File: src/rtl/uart_alu_sequencer.sv
//==============================================================================
// Module      : uart_alu_sequencer
// Description : Byte-level sequencer between a UART and a combinational ALU.
//               Three received bytes form one frame (operand A, operand B,
//               op code). The sequencer presents them to the ALU, registers
//               the result and hands it to the UART transmitter. A partial
//               frame is abandoned when the gap between two of its bytes
//               reaches TIMEOUT cycles. Bytes received while a result is
//               being produced or sent are dropped and flagged.
// Revision    : 1.0 - initial release
//------------------------------------------------------------------------------
// Ports
//   i_clk         in   1        system clock
//   i_reset       in   1        asynchronous, active-low reset
//   i_rx_done     in   1        1-cycle pulse: i_rx_data is valid
//   i_rx_data     in   NB_DATA  received byte
//   i_tx_done     in   1        1-cycle pulse: transmitter finished stop bit
//   i_alu_result  in   NB_DATA  combinational ALU output
//   o_data_a      out  NB_DATA  operand A, held until the next frame's A
//   o_data_b      out  NB_DATA  operand B
//   o_op          out  NB_CODE  ALU op code (low bits of the third byte)
//   o_tx_start    out  1        1-cycle pulse: transmit o_tx_data
//   o_tx_data     out  NB_DATA  registered ALU result
//   o_busy        out  1        high whenever the FSM is not in IDLE
//   o_timeout     out  1        1-cycle pulse: partial frame abandoned
//   o_overrun     out  1        1-cycle pulse: byte dropped while busy
//==============================================================================
`default_nettype none

module uart_alu_sequencer #(
  parameter int NB_DATA  = 8,
  parameter int NB_CODE  = 6,
  parameter int NB_STATE = 3,
  parameter int NB_TIMER = 22,
  parameter int TIMEOUT  = 2000000
) (
  input  logic               i_clk,
  input  logic               i_reset,
  input  logic               i_rx_done,
  input  logic [NB_DATA-1:0] i_rx_data,
  input  logic               i_tx_done,
  input  logic [NB_DATA-1:0] i_alu_result,
  output logic [NB_DATA-1:0] o_data_a,
  output logic [NB_DATA-1:0] o_data_b,
  output logic [NB_CODE-1:0] o_op,
  output logic               o_tx_start,
  output logic [NB_DATA-1:0] o_tx_data,
  output logic               o_busy,
  output logic               o_timeout,
  output logic               o_overrun
);

  typedef enum logic [NB_STATE-1:0] {
    IDLE    = NB_STATE'(0),
    GET_B   = NB_STATE'(1),
    GET_OP  = NB_STATE'(2),
    EXEC    = NB_STATE'(3),
    SEND    = NB_STATE'(4),
    WAIT_TX = NB_STATE'(5)
  } state_t;

  // Timer value on the last cycle a byte is still accepted; a byte arriving
  // on this cycle wins over the expiry.
  localparam logic [NB_TIMER-1:0] c_TIMER_LAST = NB_TIMER'(TIMEOUT - 1);
  localparam logic [NB_TIMER-1:0] c_TIMER_MAX  = '1;

  state_t              r_state;
  logic [NB_TIMER-1:0] r_timer;

  always_ff @(posedge i_clk or negedge i_reset) begin
    if (!i_reset) begin
      r_state    <= IDLE;
      r_timer    <= '0;
      o_data_a   <= '0;
      o_data_b   <= '0;
      o_op       <= '0;
      o_tx_start <= 1'b0;
      o_tx_data  <= '0;
      o_busy     <= 1'b0;
      o_timeout  <= 1'b0;
      o_overrun  <= 1'b0;
    end else begin
      // Pulse outputs default low so each assertion lasts one cycle.
      o_tx_start <= 1'b0;
      o_timeout  <= 1'b0;
      o_overrun  <= 1'b0;

      case (r_state)
        IDLE: begin
          if (i_rx_done) begin
            o_data_a <= i_rx_data;
            r_timer  <= '0;
            o_busy   <= 1'b1;
            r_state  <= GET_B;
          end
        end

        GET_B: begin
          if (i_rx_done) begin
            o_data_b <= i_rx_data;
            r_timer  <= '0;
            r_state  <= GET_OP;
          end else if (r_timer == c_TIMER_LAST) begin
            // Operands already latched are kept; only the frame is dropped.
            o_timeout <= 1'b1;
            o_busy    <= 1'b0;
            r_state   <= IDLE;
          end else if (r_timer != c_TIMER_MAX) begin
            r_timer <= r_timer + NB_TIMER'(1);
          end
        end

        GET_OP: begin
          if (i_rx_done) begin
            o_op    <= i_rx_data[NB_CODE-1:0];
            r_state <= EXEC;
          end else if (r_timer == c_TIMER_LAST) begin
            o_timeout <= 1'b1;
            o_busy    <= 1'b0;
            r_state   <= IDLE;
          end else if (r_timer != c_TIMER_MAX) begin
            r_timer <= r_timer + NB_TIMER'(1);
          end
        end

        EXEC: begin
          // Operands have been stable for a full cycle, so the ALU output
          // is settled here. The start pulse is raised for the SEND cycle.
          o_tx_data  <= i_alu_result;
          o_tx_start <= 1'b1;
          o_overrun  <= i_rx_done;
          r_state    <= SEND;
        end

        SEND: begin
          o_overrun <= i_rx_done;
          r_state   <= WAIT_TX;
        end

        WAIT_TX: begin
          // A byte coinciding with tx_done is still dropped, never used as A.
          o_overrun <= i_rx_done;
          if (i_tx_done) begin
            o_busy  <= 1'b0;
            r_state <= IDLE;
          end
        end

        default: begin
          o_busy  <= 1'b0;
          r_state <= IDLE;
        end
      endcase
    end
  end

endmodule

`default_nettype wire

File: config.mk
export PLATFORM = sky130hd
export DESIGN_NAME = uart_alu_sequencer
export DESIGN_NICKNAME = d
export VERILOG_FILES = /design/src/rtl/uart_alu_sequencer.sv
export SDC_FILE = /design/constraint.sdc
export NUM_CORES = 1
export LEC_CHECK = 0
export CAP_MARGIN = 25
export CORE_ASPECT_RATIO = 0.8
export CORE_MARGIN = 2
export CORE_UTILIZATION = 45
export CTS_BUF_LIST = sky130_fd_sc_hd__clkbuf_16
export DETAILED_ROUTE_END_ITERATION = 16
export GPL_ROUTABILITY_DRIVEN = 0
export PLACE_DENSITY = 0.7
export RECOVER_POWER = 100
export SETUP_SLACK_MARGIN = 0.02
export SYNTH_ARGS = -nofsm -noshare
export SYNTH_HDL_FRONTEND = slang
export SYNTH_SLANG_ARGS = --single-unit
File: constraint.sdc
create_clock -name i_clk -period 2.2 [get_ports i_clk]
set_input_delay 0.22 -clock i_clk [delete_from_list [all_inputs] [get_ports i_clk]]
set_output_delay 0.22 -clock i_clk [all_outputs]
set_load 0.005 [all_outputs]
==> impl_metrics.tcl <==
set metrics [dict create \
    synth-async-reset-ratio_pct 100.0 \
    cts.sinks 59 \
    drive_gt1_share_pct 18.77 \
    post-route-util_pct 61.03 \
    netlist_area_mm2 0.002920 \
    vdd_drop_max_mv 0.5654 \
    critPathRequiredTime_ns 2.40 \
    multiInputGateArea_mm2 0.001361 \
    grt_use_total_pct 20.94 \
    ys.flop_type "dfrtp_1" \
    timing.hold.ws_ns 0.3168 \
    rsz0062_at_grt "yes" \
    grt_max_degree 60 \
    worstPathArrival_ns 2.24 \
    drt_iter0_drc 178 \
    cap_violations 0 \
    syn-num-nets 304 \
    nNetsFinal 373 \
    yosysTopAreaCellShare_pct 50.56 \
    power.leakage_nw 1.666 \
    synth_area_leaders "dfrtp_1, mux2_2, nand2_1" \
    yosysSeqAreaShare_pct 50.56 \
    setup_tns_ns 0 \
    viasPerCell 5.517 \
    post_drt_wl_per_cell_um 15.27 \
    fin_crit_sh_pct 92.95 \
    synth.avg_cell_area_um2 10.32 \
    seq_power_share_pct 35.1 \
    critPathCaptureType "flop" \
    cts_buffer_depth 2 \
    dpl.hpwl_um 4760 \
    syn2layout_area_growth_pct 32.56 \
    routed_wirelength_um 6733 \
    combPwrFrac_pct 38.3 \
    clk_pin_slew_ns 0.05 \
    worstSetupStartpointType "flop" \
    internal-power_mw 3.134 \
    io-pin-count 54 \
    timing.fmax_ghz 0.4890 \
    drc 0 \
    relSlewSlack_pct 4.844 \
    grt_pass1_vias 2338 \
    swShare_pct 32.09 \
    dieArea_mm2 0.007154 \
    fp-row-count 26 \
    crit_fanout 6 \
    cts_tree "done" \
    synth_cells 283 \
    ys_ff_latch 59 \
    drt_pass1_iterations 4 \
    die_h_um 76.06 \
    die_x_um 94.07 \
    regArea_mm2 0.001476 \
    power-per-cell-area_mw_per_mm2 1192 \
    cts_hold_buffers 0 \
    vias 2433 \
    n_antenna_cell 0 \
    grt_pass1_wl_um 11770 \
    fp.coreArea_mm2 0.006344 \
    htreeDepth 3 \
    final_max_slew_viol_count 0 \
    post-place-cells 425 \
    synth_edf_count 0 \
    clkPwrFrac_pct 26.5 \
    finalCriticalPeriod_ns 2.045 \
    status "complete, no violations" \
    cts_repair_resize_count 0 \
    setup_viol 0 \
    final-hold-violation-count 0 \
    overflow 0 \
    numCtsBuffers 9 \
    tightest_slew_ns 1.427 \
    fill_cells 522 \
    finalNonFillerCells 441 \
    grt_antenna_before_repair 0 \
    synth_cell_types 56 \
    clockRootBuffer "clkbuf_16" \
    yosys_warnings 0 \
    clkLatencyLatePin_ns 0.32 \
    ant_nets 0 \
    initial_core_util_pct 46.04 \
    port_buffers 53 \
    switchingPower_mw 1.481 \
    fin_skew_ns 0.002780 \
    synth_area_leader_cell "dfrtp_1" \
    cts_setup_buffers 0 \
    worstSetupPathType "reg -> reg" \
    worstHoldPathType "in -> async" \
]
placed cells by master, fill, tap and decap left out, drive strengths merged, types with 5 or more instances in the layout:
cell type      instances
nand3                  9
mux2                  22
dfrtp                 59
or4                    5
o21ai                 16
nand2                 45
clkbuf                14
dlygate4sd3           35
nand4                  7
inv                    7
nor4                   6
nor3                   7
clkinv                 7
buf                   13
o31ai                  6
or3                    7
a21oi                 19
nor2                  10
clkdlybuf4s50         17
worst paths after layout:
kind | from | end | slack [ns] | depth (start not counted)
min | i_reset | o_tx_data[3]$_DFFE_PN0P_ | 0.32 | 2
min reg2reg | o_tx_data[0]$_DFFE_PN0P_ | o_tx_data[0]$_DFFE_PN0P_ | 0.47 | 2
max | r_timer[0]$_DFFE_PN0P_ | r_timer[18]$_DFFE_PN0P_ | 0.16 | 6
min in group i_clk | i_alu_result[0] | o_tx_data[0]$_DFFE_PN0P_ | 0.42 | 3
max in group asynchronous | i_reset | o_data_b[5]$_DFFE_PN0P_ | 1.03 | 2
max reg2reg | r_timer[0]$_DFFE_PN0P_ | r_timer[18]$_DFFE_PN0P_ | 0.16 | 6
flip-flops by register name, indices dropped and copies added (netlist names):
signal and flops:
o_data_b 8, o_tx_start 1, r_timer 22, r_state 3, o_data_a 8, o_timeout 1
o_op 6, o_tx_data 8, o_busy 1, o_overrun 1
cells in the mapped netlist (2+ instances only):
library cell  count
dfrtp_1          59
nor4_2            2
nor2_1           10
o31a_1            2
xnor2_1           2
a21oi_1          19
nor2b_1           2
clkbuf_1          7
o21ai_0          11
and4_1            2
nor4_1            3
nand2b_1          4
mux2_2           22
buf_6             2
mux2i_1           2
o21a_1            2
nor3_1            7
inv_1             6
a31o_2            2
nand3_1           8
and3_1            4
buf_2             2
o31ai_1           5
or2_2             2
a31oi_1           4
nand4_1           6
o21ai_1           5
nand2_1          45
or4_1             4
or3_1             6
worst max-delay path, cell delays in order, from the launching register on:
cell     delay [ns]
dfrtp_1        0.41
ha_1           0.26
nand4_4        0.19
or4_1          0.64
nor4_2         0.21
xnor2_1        0.15
nor2_1         0.05
stage by stage:
step	setup slack (ns)	power, mW	instance area (µm²)
3_5_place_dp	0.01218	3.573	3616
4_1_cts	0.06934	4.811	3877
5_1_grt	0.02460	4.936	3871
2_1_floorplan	0.3243	2.537	2920
6_report	0.1551	4.615	3871
3_3_place_gp	0.08097	3.500	3616
per-layer routing:
metal | share of wire [%] | wire (µm) | up-vias | track usage, %
li1 | - | - | 1175 | -
met1 | 47 | 3187 | 1178 | 30.49
met2 | 45 | 3045 | 69 | 30.07
met3 | 5.9 | 394 | 11 | 6.330
met4 | 1.6 | 105 | 0 | 6.522
met5 | 0 | 0 | - | 0
power groups by stage:
stage	Clock (mW)	Combinational [mW]	Sequential (mW)
2_1_floorplan	0	0.875	1.66
3_3_place_gp	0	1.86	1.64
3_5_place_dp	0	1.92	1.66
6_report	1.22	1.77	1.62
4_1_cts	1.25	1.92	1.64
5_1_grt	1.32	1.94	1.67
cell type report:
| cell class | instances | share of cell area [%] |
|---|---|---|
| Clock buffer | 9 | 5.818 |
| Clock inverter | 7 | 0.9373 |
| Inverter | 7 | 0.6787 |
| Multi-Input combinational cell | 205 | 35.16 |
| Sequential cell | 59 | 38.14 |
| Tap cell | 84 | 2.715 |
| Timing Repair Buffer | 70 | 16.55 |
cells by family (layout without fill, tap and decap cells):
family	count (synthesis)	count (layout)	synth area share (%)
and+or+nand+nor	118	118	22.92
AOI/OAI and AO/OA	60	60	13.28
DFF	59	59	50.56
muxes	24	24	9.169
buffers and inverters	19	93	3.042
xor gates and xnor gates	2	2	0.5999
adders and majority gates	1	1	0.4284
Note: power is estimated with default switching activity, not from simulation.
